[src/rtl/serial_word_feeder_pkg.sv]
// Shared definitions for the serial word feeder and the downstream sequence
// detector: state encodings and the default word width.
package serial_word_feeder_pkg;

   localparam int DEFAULT_WIDTH = 8;

   typedef enum logic {
      IDLE  = 1'b0,
      SHIFT = 1'b1
   } state_t;

endpackage

[src/rtl/serial_hold_buffer.sv]
// One-entry holding register with full flag.
//   i_Clk    in   clock, rising edge
//   Reset_n  in   synchronous reset, active low; clears data and full flag
//   wr_en    in   write wr_data and set full
//   wr_data  in   word to hold
//   rd_en    in   consume the held word (clears full)
//   full     out  a word is held
//   rd_data  out  held word
module serial_hold_buffer #(
   parameter int WIDTH = serial_word_feeder_pkg::DEFAULT_WIDTH
) (
   input  logic             i_Clk,
   input  logic             Reset_n,
   input  logic             wr_en,
   input  logic [WIDTH-1:0] wr_data,
   input  logic             rd_en,
   output logic             full,
   output logic [WIDTH-1:0] rd_data
);

   always_ff @(posedge i_Clk) begin
      if (!Reset_n) begin
         full    <= 1'b0;
         rd_data <= '0;
      end else if (wr_en) begin
         full    <= 1'b1;
         rd_data <= wr_data;
      end else if (rd_en) begin
         full    <= 1'b0;
      end
   end

endmodule

[src/rtl/serial_word_feeder.sv]
// Serialises parallel words (valid/ready) one bit per clock onto o_Sequence.
// A one-word hold buffer keeps back-to-back words gap-free.
//   i_Clk       in   clock, rising edge
//   Reset_n     in   synchronous reset, active low
//   i_Data      in   parallel word
//   i_Valid     in   i_Data valid, held stable until accepted
//   o_Ready     out  feeder can accept (transfer = i_Valid & o_Ready)
//   o_Sequence  out  serial bit, IDLE_BIT when not shifting
//   o_Bit_Valid out  o_Sequence carries a word bit
//   o_Last      out  current bit is the last of its word
//   o_Busy      out  word shifting or word held
module serial_word_feeder
   import serial_word_feeder_pkg::*;
#(
   parameter int WIDTH     = DEFAULT_WIDTH,
   parameter int MSB_FIRST = 1,
   parameter bit IDLE_BIT  = 1'b0
) (
   input  logic             i_Clk,
   input  logic             Reset_n,
   input  logic [WIDTH-1:0] i_Data,
   input  logic             i_Valid,
   output logic             o_Ready,
   output logic             o_Sequence,
   output logic             o_Bit_Valid,
   output logic             o_Last,
   output logic             o_Busy
);

   localparam int CW = $clog2(WIDTH);
   localparam logic [CW-1:0] LAST_CNT = CW'(WIDTH - 1);

   state_t           state;
   logic [WIDTH-1:0] sr;
   logic [CW-1:0]    cnt;
   logic             hold_full;
   logic [WIDTH-1:0] hold_data;
   logic             accept;
   logic             at_last;
   logic             hold_wr;
   logic             hold_rd;
   logic             out_bit;

   assign o_Ready = Reset_n & ~hold_full;
   assign accept  = i_Valid & o_Ready;
   assign at_last = (state == SHIFT) && (cnt == LAST_CNT);

   // Hold is only written mid-word; at the boundary an empty hold is bypassed.
   assign hold_wr = accept && (state == SHIFT) && (cnt != LAST_CNT);
   assign hold_rd = at_last && hold_full;

   serial_hold_buffer #(.WIDTH(WIDTH)) u_hold (
      .i_Clk   (i_Clk),
      .Reset_n (Reset_n),
      .wr_en   (hold_wr),
      .wr_data (i_Data),
      .rd_en   (hold_rd),
      .full    (hold_full),
      .rd_data (hold_data)
   );

   always_ff @(posedge i_Clk) begin
      if (!Reset_n) begin
         state <= IDLE;
         sr    <= '0;
         cnt   <= '0;
      end else begin
         case (state)
            IDLE: begin
               if (accept) begin
                  sr    <= i_Data;
                  cnt   <= '0;
                  state <= SHIFT;
               end
            end
            SHIFT: begin
               if (cnt == LAST_CNT) begin
                  cnt <= '0;
                  if (hold_full) begin
                     sr <= hold_data;
                  end else if (accept) begin
                     sr <= i_Data;
                  end else begin
                     sr    <= '0;
                     state <= IDLE;
                  end
               end else begin
                  cnt <= cnt + CW'(1);
                  if (MSB_FIRST != 0) sr <= sr << 1;
                  else                sr <= sr >> 1;
               end
            end
            default: state <= IDLE;
         endcase
      end
   end

   assign out_bit = (MSB_FIRST != 0) ? sr[WIDTH-1] : sr[0];

   always_comb begin
      o_Sequence  = IDLE_BIT;
      o_Bit_Valid = 1'b0;
      o_Last      = 1'b0;
      if (state == SHIFT) begin
         o_Sequence  = out_bit;
         o_Bit_Valid = 1'b1;
         o_Last      = at_last;
      end
   end

   assign o_Busy = (state == SHIFT) | hold_full;

endmodule

[config.mk]
export PLATFORM = sky130hd
export DESIGN_NAME = serial_word_feeder
export DESIGN_NICKNAME = d
export VERILOG_FILES = /design/src/rtl/serial_word_feeder_pkg.sv /design/src/rtl/serial_hold_buffer.sv /design/src/rtl/serial_word_feeder.sv
export SDC_FILE = /design/constraint.sdc
export NUM_CORES = 1
export LEC_CHECK = 0
export CELL_PAD_IN_SITES_DETAIL_PLACEMENT = 0
export CELL_PAD_IN_SITES_GLOBAL_PLACEMENT = 2
export CORE_MARGIN = 5
export CORE_UTILIZATION = 36
export CTS_CLUSTER_DIAMETER = 50
export DETAILED_ROUTE_END_ITERATION = 7
export DONT_BUFFER_PORTS = 1
export PLACE_DENSITY = 0.81
export SYNTH_ARGS = -nofsm -noshare
export SYNTH_HDL_FRONTEND = slang
export SYNTH_SLANG_ARGS = --single-unit
export TNS_END_PERCENT = 5
[constraint.sdc]
create_clock -name i_Clk -period 2.01 [get_ports i_Clk]
set_clock_uncertainty 0.1 [all_clocks]
set_input_delay 0.402 -clock i_Clk [delete_from_list [all_inputs] [get_ports i_Clk]]
set_output_delay 0.402 -clock i_Clk [all_outputs]
set_load 0.005 [all_outputs]
Word-level counts from Yosys, hierarchy flattened:

Cells that the tools add are included.

* eq/ne operators: 3
* reduce and logical (&&, ||, !) cells: 5
* bitwise operators: 5
* muxes and demuxes: 17
* $add $sub $neg: 1

Operator list (number)
* $mux 8: 4
* $pmux 8 s2: 1
* $mux 1: 8
* $mux 3: 2
* $pmux 3 s2: 1
* $logic_and 1x1->1: 4
* $add 3x1->3 const B: 1
* $eq 3x3->1 const B: 1
* $ne 3x3->1 const B: 1
* $and 1x1->1: 2
* $ne 2x2->1 const B: 1
* $not 1->1: 2
* $pmux 1 s2: 1
* $reduce_bool 2->1: 1
* $or 1x1->1: 1

* bits of input ports: 11
* bits in registers: 21
* logic and storage cells: 36
* output and inout port bits: 5

Longest topological paths before layout:

Gate-level depths: netlist of run 1.

* depth in word-level cells: 7
* gate-level depth with buffers: 6
* mapped depth without buffers: 5

Cells and area by module:

Synthesis of run 1 repeated with hierarchy kept, for this count alone.

* cell total of the unflattened synthesis: 119
* area total of the unflattened synthesis: 1097.3 um^2

By module, submodules not included
* serial_word_feeder: area an instance 762.0 um^2, cells an instance 91, instances 1
* serial_hold_buffer: area an instance 335.3 um^2, cells an instance 28, instances 1

Least setup slack after synthesis of run 1:

Ideal clock, no wire load.

* path kind: reg2out
* start point: reg cnt[0]
* end point: out o_Last
* arrival: 1.175 ns
* slack: 0.333 ns
* path buffers: 1
* data required time: 1.508 ns
* stages on the path, launching flop included: 6
* cell sequence: dfxtp_1 -> ha_1 -> ha_1 -> clkbuf_1 -> nand2_1 -> inv_1

* cells in the longest elaborated chain, start to end: 3

Ends and longest elaborated chain
* start, declared: RTL line serial_word_feeder.sv:35 `logic [CW-1:0] cnt;`
* start signal, assigned: RTL line serial_word_feeder.sv:88 `cnt <= cnt + CW'(1);`
* $eq 3x3->1: RTL line serial_word_feeder.sv:46 `assign at_last = (state == SHIFT) && (cnt == LAST_CNT);`
* $logic_and 1x1->1: RTL line serial_word_feeder.sv:46
* $mux 1: RTL line serial_word_feeder.sv:104 `if (state == SHIFT) begin`
* end, declared: RTL line serial_word_feeder.sv:26 `output logic o_Last,`

No other way between the ends.

Worst setup path in the final report of run 1:

Same ends and word-level chain as after synthesis.

==> summary.txt, run 1 <==
Critical path
  • FF-to-FF End: sr[1]
  • CP max FO: 10
  • FF-to-FF Start: u_hold.full
  • Crit Path Class: reg2out
  • R2R depth: 3
  • Flop-to-flop setup slack: around 220 ps
  • Critical Path AT: 1380 ps
  • Critical Path Sink Type: output pin
  • Crit path required time: about 1500 ps
  • CP startpoint kind: flop

Synthesis
  • Synth Warn #: 0
  • Distinct cell type count after synthesis: 26
  • Post-synthesis sequential area ratio: 0.359
  • Syn nets: 157
  • Yosys reg bits: 21
  • Mapped Avg Cell Area: approximately 8 sq um
  • Synth Cell Area: 0.00117 sq mm
  • Synth Instances: 144

Route
  • DR iter-0 viols: 61
  • Routed WL per cell: 16.6 um
  • WL met2: 1430 um
  • Via count: around 1.0k
  • Routed WL: 3080 um
  • Vias/cell: 5.64
  • Pre-antenna DRT Iters: 4
  • Met3 WL: roughly 150 um
  • Post-DRT Antenna Nets: 0
  • Met1 wire length: 1480 um
  • DRC viols: 0
  • Top sig layer: met4

GRT
  • All-Layer GR Usage: 0.154
  • Antenna violations before repair: 0
  • Number of global-route vias before repair: 1022
  • GRT overflow: 0
  • Largest net degree at the start of global routing: 33
  • First-pass GRT wire length: around 5200 um

CTS
  • Clock buffers created by TritonCTS: 3
  • H-tree Lvls: 1
  • Clk pin slew, worst setup/hold paths: between 100 and 150 ps
  • Clk buf depth: 2
  • CTS tree: built
  • CTS Root Cell: clkbuf_4
  • # clock sinks: 21
  • Worst-Skew Late Latency: 310 ps

Status
  • Outcome: finished, final reports clean

STA
  • Hold Vio Cnt, Final: 0
  • Setup-failing EPs final: 0
  • Relative slew margins: 0.621
  • Setup TNS: 0 ps
  • Max Fclk: 532 MHz
  • Final period utilization: 0.936
  • Unrepaired setup endpoints after global routing: no
  • Slew @ Worst Pin: about 570 ps
  • Min cycle time layout: 1880 ps
  • Pins Over Slew Limit: 0

Finish
  • Syn-to-layout area delta: 6.20%
  • Most frequent cells in the layout: 21 x dfxtp_1, 18 x nand2_1, 11 x a21boi_0
  • FILL cells: 325
  • Diode count: 0
  • Share of layout cells above drive strength 1: 0.0993
  • Commonest non-fill, non-tap cell in the layout: dfxtp_1
  • Final nets: 155
  • Final Non-Filler Cells: around 190

Power and ir drop
  • Worst vdd ir: approximately 0.33 mV
  • Power density cells: about 650 mW/mm^2
  • Static leakage: 0.446 nW

Min path
  • Hold_sp: Reset_n
  • Hold Crit Class: in2reg
  • Hold Path Sink: u_hold.full
  • Hold Path Cell Cnt: 2

Floorplanning
  • Die X: 67.0 um
  • Row Count: 20
  • Initial Util: 0.380
  • IO Count: 16
  • Die area: 0.00449 sq mm
  • Die Ht: between 60 and 70 um
  • Core area: 0.00308 sq mm

Run
  • Max cap viols: 0

Place
  • PortBufs: 0
  • Gpl congestion: 0.768
  • Detailed placement HPWL: 2070 um
  • Post-Place Cells: 181
-- worst max-delay path, cell delays in order (launching register included) --
cell	delay [ps]
dfxtp_1	370
ha_1	150
ha_2	250
nand2_2	180
inv_1	130
-- cell families (layout without fill, tap and decap cells) --
family,count (synthesis),after routing,synth area share
AOI/OAI and AO/OA,45,45,0.274
adders and majority gates,2,2,0.0214
buffers and inverters,18,15,0.0727
DFF,21,21,0.359
and+or+nand+nor,58,58,0.273
-- per-layer routing --
layer,track usage,vias up
li1,-,518
met1,0.204,501
met2,0.239,23
met3,0.0489,2
met4,0.0405,0
met5,0,-
-- stage by stage --
step,hold WS (ps),setup WS [ps],area [sq um],total power (W),utilization
2_1_floorplan,357,333,1170,0.000577,-
3_3_place_gp,367,284,1210,0.000599,0.393
3_5_place_dp,375,261,1210,0.000602,0.393
4_1_cts,77.3,22.2,1240,0.000821,0.403
5_1_grt,73.7,33.4,1240,0.000852,0.404
6_report,91.4,129,1240,0.000807,0.404
-- flip-flops by register name, summed over array words and instances, names as in the netlist --
signal          count
cnt                 3
sr                  8
state               1
u_hold.full         1
u_hold.rd_data      8
-- worst max path at each step --
stage | startpoint | to
detailed placement | cnt[0] | sr[1]
floorplan | cnt[0] | o_Last
global route | cnt[0] | o_Last
finish | cnt[0] | o_Last
CTS | cnt[0] | o_Last
global placement | cnt[0] | sr[3]
-- area by class of cell --
| cell class | count | area [sq um] | area share |
|---|---|---|---|
| multi-input cells | 105 | 669 | 0.539 |
| clock buffers | 4 | 26.3 | 0.0211 |
| repair buffers | 8 | 60.1 | 0.0483 |
| well taps | 44 | 55.1 | 0.0443 |
| inverters | 3 | 11.3 | 0.00906 |
| flip-flops and latches | 21 | 420 | 0.338 |
-- synth_stat cells --
cell | n | share of area
nand2b_1 | 2 | 0.011
and2_1 | 1 | 0.0054
or3_1 | 7 | 0.037
nand3b_1 | 1 | 0.0064
nand4b_1 | 8 | 0.060
o311a_1 | 7 | 0.060
and3b_1 | 1 | 0.0075
clkbuf_1 | 10 | 0.032
nor2_1 | 3 | 0.0096
a21oi_1 | 9 | 0.038
or2_2 | 1 | 0.0054
o2bb2ai_1 | 7 | 0.052
inv_1 | 3 | 0.0096
nand2_1 | 19 | 0.061
o21ai_0 | 9 | 0.038
buf_6 | 2 | 0.019
dfxtp_1 | 21 | 0.36
o21a_1 | 1 | 0.0064
buf_1 | 1 | 0.0032
a21boi_0 | 11 | 0.071
nor2b_1 | 2 | 0.011
o31a_1 | 1 | 0.0075
buf_2 | 2 | 0.0086
ha_1 | 2 | 0.021
nand3_1 | 10 | 0.043
and3_1 | 3 | 0.016
-- where the power goes --
| part | switching, W | internal [W] | leakage (nW) |
|---|---|---|---|
| clock network | 0.000137 | 0.0000775 | 0.0150 |
| logic | 0.0000657 | 0.0000653 | 0.259 |
| registers | 0.0000202 | 0.000441 | 0.172 |
-- what timing repair did --
item                                    in CTS  in global routing
gates resized for setup                      1                  1
endpoints found under the setup margin       1                  1
setup buffers                                0                  0
hold buffers                                 0                  0
No activity file was read; power rests on OpenSTA's default activity.
==> inputs of run 2 (changes only) <==
- CELL_PAD_IN_SITES_DETAIL_PLACEMENT: 0 -> not set
- CELL_PAD_IN_SITES_GLOBAL_PLACEMENT: 2 -> not set
- CORE_UTILIZATION: 36 -> 61
- PLACE_DENSITY: 0.81 -> 0.82
==> run 2 against run 1 <==
Register-to-register slack better by 40 ps; routed wire length is 14% lower; via count up 2.9%; setup slack got worse by 30 ps; global-route usage is 6.0 points higher; sequential share of layout area grew 1.2 points; count of clock-buffer cells in the layout unchanged; clock power shrank 5%; die area down 36%; sequential power fell by 1%; fmax is 1.6% lower; critical path depth did not move; critical endpoint unchanged; largest cell class unchanged.
==> summary.txt, run 2 (synthesis gave the netlist of run 1 again) <==
Finish
  • Most frequent cells in the layout: 21 x dfxtp_1, 18 x nand2_1, 11 x a21boi_0
  • Biggest regs: sr: 8 flops, u_hold.rd_data: 8 flops, cnt: 3 flops
  • Syn-to-layout area delta: 2.67%
  • Final nets: 153 (-1.3%)
  • Diode count: 0 (unchanged)
  • Share of layout cells above drive strength 1: 0.0791 (-0.0202)
  • Utilization after layout: 0.674 (+0.270)
  • Commonest non-fill, non-tap cell in the layout: dfxtp_1
  • FILL cells: 157 (-52%)

Place
  • Detailed placement HPWL: 1790 um (-13%)
  • DP Worst Slack: 305 ps (+43.9 ps)
  • Gpl congestion: 0.829 (+8.0%)
  • PortBufs: 0 (unchanged)

CTS
  • Post-cts sizing count: 1 (unchanged)
  • CTS Root Cell: clkbuf_4
  • H-tree Lvls: 1 (unchanged)
  • CTS tree: built
  • Clock buffers created by TritonCTS: 3 (unchanged)
  • Clk buf depth: 2 (unchanged)
  • Clk pin slew, worst setup/hold paths: 120 ps (about the same)
  • CTS Hold Bufs: 0 (unchanged)
  • Post-CTS setup buffers: 0 (unchanged)
  • Worst-Skew Late Latency: 300 ps (about the same)
  • # clock sinks: 21 (unchanged)

GRT
  • GRT overflow: 0 (unchanged)
  • Antenna violations before repair: 0 (unchanged)
  • All-Layer GR Usage: 0.215 (+0.0603)
  • Largest net degree at the start of global routing: 33 (unchanged)
  • First-pass GRT wire length: 4560 um (-13%)
  • Number of global-route vias before repair: 1042 (+2.0%)

STA
  • Max Fclk: 523 MHz (-1.6%)
  • Setup TNS: 0 ps (unchanged)
  • Hold Vio Cnt, Final: 0 (unchanged)
  • Min cycle time layout: 1910 ps (+29.6 ps)
  • Relative slew margins: 0.668 (+0.0468)
  • Slew @ Worst Pin: 497 ps (-69.9 ps)
  • Pins Over Slew Limit: 0 (unchanged)
  • Final period utilization: 0.951 (+0.0147)
  • Unrepaired setup endpoints after global routing: no
  • Setup WS post-layout: 99.3 ps (-29.6 ps)
  • Setup-failing EPs final: 0 (unchanged)

Critical path
  • Crit path buffers/inverters: 1 (unchanged)
  • Most frequent CP cell: ha_1
  • Crit Path Class: reg2out
  • Slowest cell on the critical path: dfxtp_1
  • Crit path required time: 1510 ps (about the same)
  • Critical Path AT: 1410 ps (+30 ps)
  • Critical Path Sink Type: output pin
  • Worst path top cell family by delay: adder cells
  • CP startpoint kind: flop
  • FF-to-FF Start: cnt[0]
  • Critical Path Start: cnt[0]
  • CP max FO: 10 (unchanged)
  • CP Cell Sequence: ha_1 > ha_1 > nand2_2 > inv_1
  • Peak per-stage delay on the critical path: 370 ps (about the same)

Route
  • DRC viols: 0 (unchanged)
  • Routed WL per cell: 16.1 um (-3.2%)
  • Vias/cell: 6.55 (+16%)
  • DR iter-0 viols: 29 (-52%)
  • Post-DRT Antenna Nets: 0 (unchanged)
  • Routed WL: 2640 um (-14%)
  • Via count: 1074 (+2.9%)
  • Pre-antenna DRT Iters: 4 (unchanged)

Floorplanning
  • Initial Util: 0.656 (+0.276)
  • Die X: 53.8 um (-20%)
  • Row Count: 15 (-25%)
  • IO Count: 16 (unchanged)
  • Die Ht: 53.8 um (-20%)
  • Core area: 0.00178 sq mm (-42%)
  • Die area: 0.00289 sq mm (-36%)

Power and ir drop
  • Static leakage: 0.439 nW (-1.6%)
  • Worst vdd ir: 0.335 mV (+1.9%)
  • Power density cells: 656 mW/mm^2 (+1.1%)

Min path
  • Hold_sp: Reset_n
  • Hold Crit Class: in2reg

Run
  • Max cap viols: 0 (unchanged)

Status
  • Outcome: finished, final reports clean
run 2: worst register-to-register path, stage by stage (launching register included):
cell	delay, ps
dfxtp_1	340
ha_1	200
ha_1	260
nor2b_1	350
buf_4	210
nand3_1	80
a21boi_0	140
run 2: where the power goes:
group	total, W	internal (W)	switching [W]
clock network	0.000203	0.0000774	0.000126
registers	0.000457	0.000441	0.0000154
logic	0.000129	0.0000617	0.0000670
run 2: layout make-up:
cell class              instances  area (sq um)  area share
multi-input cells             105           667       0.555
flip-flops and latches         21           420       0.350
repair buffers                  6          45.0      0.0375
well taps                      25          31.3      0.0260
clock buffers                   4          26.3      0.0219
inverters                       3          11.3     0.00938
run 2: path summary, 6_finish.rpt:
path                        to  slack, ps  depth (start not counted)
max reg2reg  u_hold.rd_data[1]        260                          6
max                     o_Last        100                          4
min reg2reg  u_hold.rd_data[3]        390                          2
min                      sr[6]        110                          1
run 2: metrics by stage:
| stage | hold WS [ps] | total power [W] | cells | instance area (sq um) |
|---|---|---|---|---|
| after floorplan | 357 | 0.000577 | 144 | 1170 |
| after CTS | 108 | 0.000789 | 164 | 1200 |
| after detailed placement | 373 | 0.000594 | 160 | 1170 |
| after global routing | 102 | 0.000829 | 164 | 1200 |
| after global placement | 366 | 0.000588 | 160 | 1170 |
| final | 111 | 0.000788 | 164 | 1200 |
run 2: layer usage:
metal / track usage / part of all wire / vias to the layer above / wire length, um
li1: - / - / 512 / -
met1: 0.245 / 0.41 / 516 / 1090
met2: 0.379 / 0.50 / 40 / 1310
met3: 0.0499 / 0.071 / 6 / 188
met4: 0.0894 / 0.017 / 0 / 45
met5: 0 / 0 / - / 0
==> inputs of run 3 (changes only) <==
- RECOVER_POWER: not set -> 25
==> run 3 against run 2 <==
Critical path type unchanged; critical endpoint unchanged; final cell count is the same; global-route usage did not move; combinational power is essentially flat; largest power group unchanged.
==> summary.txt, run 3 (synthesis gave the netlist of run 1 again) <==
Status
  • Outcome: finished, final reports clean

Power and ir drop
  • Psw: 0.000207 W (-0.52%)
  • Clock power share: 0.257 (about the same)
  • Share of total power in sequential cells: 0.581 (+0.002)
  • Cell internal pwr: 0.000580 W (-0.14%)
  • Worst vdd ir: 0.335 mV (-0.11%)
  • Comb pwr share: 0.163 (about the same)
  • Net Sw Frac: 0.263 (-0.000742)
  • Static leakage: 0.438 nW (-0.18%)
  • Power density cells: 656 mW/mm^2 (about the same)

Place
  • Gpl congestion: 0.829 (unchanged)
  • Detailed placement HPWL: 1790 um (unchanged)
  • DP Worst Slack: 305 ps (unchanged)
  • Post-Place Cells: 160 (unchanged)
  • PortBufs: 0 (unchanged)

STA
  • Min cycle time layout: 1910 ps (-2.71 ps)
  • Hold Vio Cnt, Final: 0 (unchanged)
  • Setup-failing EPs final: 0 (unchanged)
  • Unrepaired setup endpoints after global routing: no
  • Slew @ Worst Pin: 506 ps (+9.68 ps)
  • Pins Over Slew Limit: 0 (unchanged)
  • Relative slew margins: 0.661 (-0.00648)
  • Setup WS post-layout: 102 ps (+2.71 ps)
  • Final period utilization: 0.949 (-0.00135)
  • Max Fclk: 524 MHz (+0.14%)
  • Setup TNS: 0 ps (unchanged)

Route
  • Post-DRT Antenna Nets: 0 (unchanged)
  • Vias/cell: 6.56 (+0.19%)
  • Pre-antenna DRT Iters: 4 (unchanged)
  • Routed WL per cell: 16.0 um (-0.83%)
  • Routed WL: 2620 um (-0.83%)
  • DR iter-0 viols: 29 (unchanged)
  • DRC viols: 0 (unchanged)
  • Via count: 1076 (+0.19%)

Finish
  • FILL cells: 157 (unchanged)
  • Biggest regs: sr: 8 flops, u_hold.rd_data: 8 flops, cnt: 3 flops
  • Most frequent cells in the layout: 21 x dfxtp_1, 18 x nand2_1, 11 x a21boi_0
  • Share of layout cells above drive strength 1: 0.0791 (unchanged)
  • Diode count: 0 (unchanged)
  • Commonest non-fill, non-tap cell in the layout: dfxtp_1
  • Final nets: 153 (unchanged)
  • Final Non-Filler Cells: 164 (unchanged)
  • Syn-to-layout area delta: 2.46%

CTS
  • Clk buf depth: 2 (unchanged)
  • CTS Hold Bufs: 0 (unchanged)
  • CTS Root Cell: clkbuf_4
  • Clk pin slew, worst setup/hold paths: 110 ps (about the same)
  • Post-CTS setup buffers: 0 (unchanged)
  • Clock buffers created by TritonCTS: 3 (unchanged)
  • # clock sinks: 21 (unchanged)
  • CTS tree: built
  • H-tree Lvls: 1 (unchanged)
  • Worst-Skew Late Latency: 300 ps (about the same)

Min path
  • Hold Path Sink: sr[6]
  • Hold_sp: Reset_n
  • Hold Crit Class: in2reg
  • Hold Path Cell Cnt: 1 (unchanged)

Floorplanning
  • IO Count: 16 (unchanged)
  • Die Ht: 53.8 um (unchanged)
  • Row Count: 15 (unchanged)
  • Initial Util: 0.656 (unchanged)
  • Die X: 53.8 um (unchanged)
  • Core area: 0.00178 sq mm (unchanged)
  • Die area: 0.00289 sq mm (unchanged)

Critical path
  • Most frequent CP cell: ha_1
  • CP startpoint kind: flop
  • Slowest cell on the critical path: dfxtp_1
  • Crit path buffers/inverters: 1 (unchanged)
  • CP max FO: 10 (unchanged)
  • R2R depth: 6 (unchanged)
  • Critical Path AT: 1410 ps (about the same)
  • Peak per-stage delay on the critical path: 370 ps (about the same)
  • Critical Path Sink Type: output pin
  • Flop-to-flop setup slack: 260 ps (about the same)
  • FF-to-FF End: u_hold.rd_data[5]
  • Crit Path Class: reg2out
  • FF-to-FF Start: cnt[0]
  • CP Cell Sequence: ha_1 > ha_1 > nand2_2 > inv_1
  • Worst path top cell family by delay: adder cells
  • Crit path required time: 1510 ps (about the same)

Run
  • Max cap viols: 0 (unchanged)

GRT
  • All-Layer GR Usage: 0.215 (unchanged)
  • GRT overflow: 0 (unchanged)
  • Largest net degree at the start of global routing: 33 (unchanged)
  • Antenna violations before repair: 0 (unchanged)
  • First-pass GRT wire length: 4560 um (unchanged)
  • Number of global-route vias before repair: 1042 (unchanged)
==> run 3: power by group through the flow <==
stage               Sequential (W)  Combinational (W)  Clock [W]
floorplan                 0.000460           0.000117          0
global placement          0.000464           0.000123          0
detailed placement        0.000466           0.000128          0
CTS                       0.000457           0.000128   0.000204
global route              0.000460           0.000143   0.000225
finish                    0.000457           0.000128   0.000202
==> run 3: layer usage <==
layer  wire [um]  vias up  track usage  part of all wire
met3         193        6       0.0499             0.074
met4          45        0       0.0894             0.017
li1            -      513            -                 -
met5           0        -            0                 0
met2        1280       43        0.379              0.49
met1        1100      514        0.245              0.42
==> run 3: worst max path at each step <==
stage,start,endpoint,slack (ps),depth (start not counted)
6_report,cnt[0],o_Last,100,4
5_1_grt,cnt[0],o_Last,3,4
4_1_cts,cnt[0],o_Last,100,4
3_5_place_dp,cnt[0],u_hold.rd_data[5],310,6
3_3_place_gp,cnt[0],sr[7],380,5
2_1_floorplan,cnt[0],o_Last,330,5
==> run 3: final cells by class <==
class,instances,area (sq um),share of cell area
Clock buffer,4,26.3,0.0219
Inverter,3,11.3,0.00939
Timing Repair Buffer,6,42.5,0.0355
Tap cell,25,31.3,0.0261
Multi-Input combinational cell,105,667,0.556
Sequential cell,21,420,0.351
==> run 3: per-stage QoR <==
stage	util	hold slack, ps	total power (W)	instance area [sq um]
final	0.672	114	0.000787	1200
after global routing	0.672	102	0.000828	1200
after CTS	0.674	108	0.000789	1200
after detailed placement	0.658	373	0.000594	1170
after global placement	0.658	366	0.000588	1170
after floorplan	-	357	0.000577	1170
==> run 3: timing repair <==
| item | CTS | global route |
|---|---|---|
| hold endpoints to repair | 0 | 0 |
| endpoints found under the setup margin | 1 | 0 |
| resized for setup | 1 | 0 |
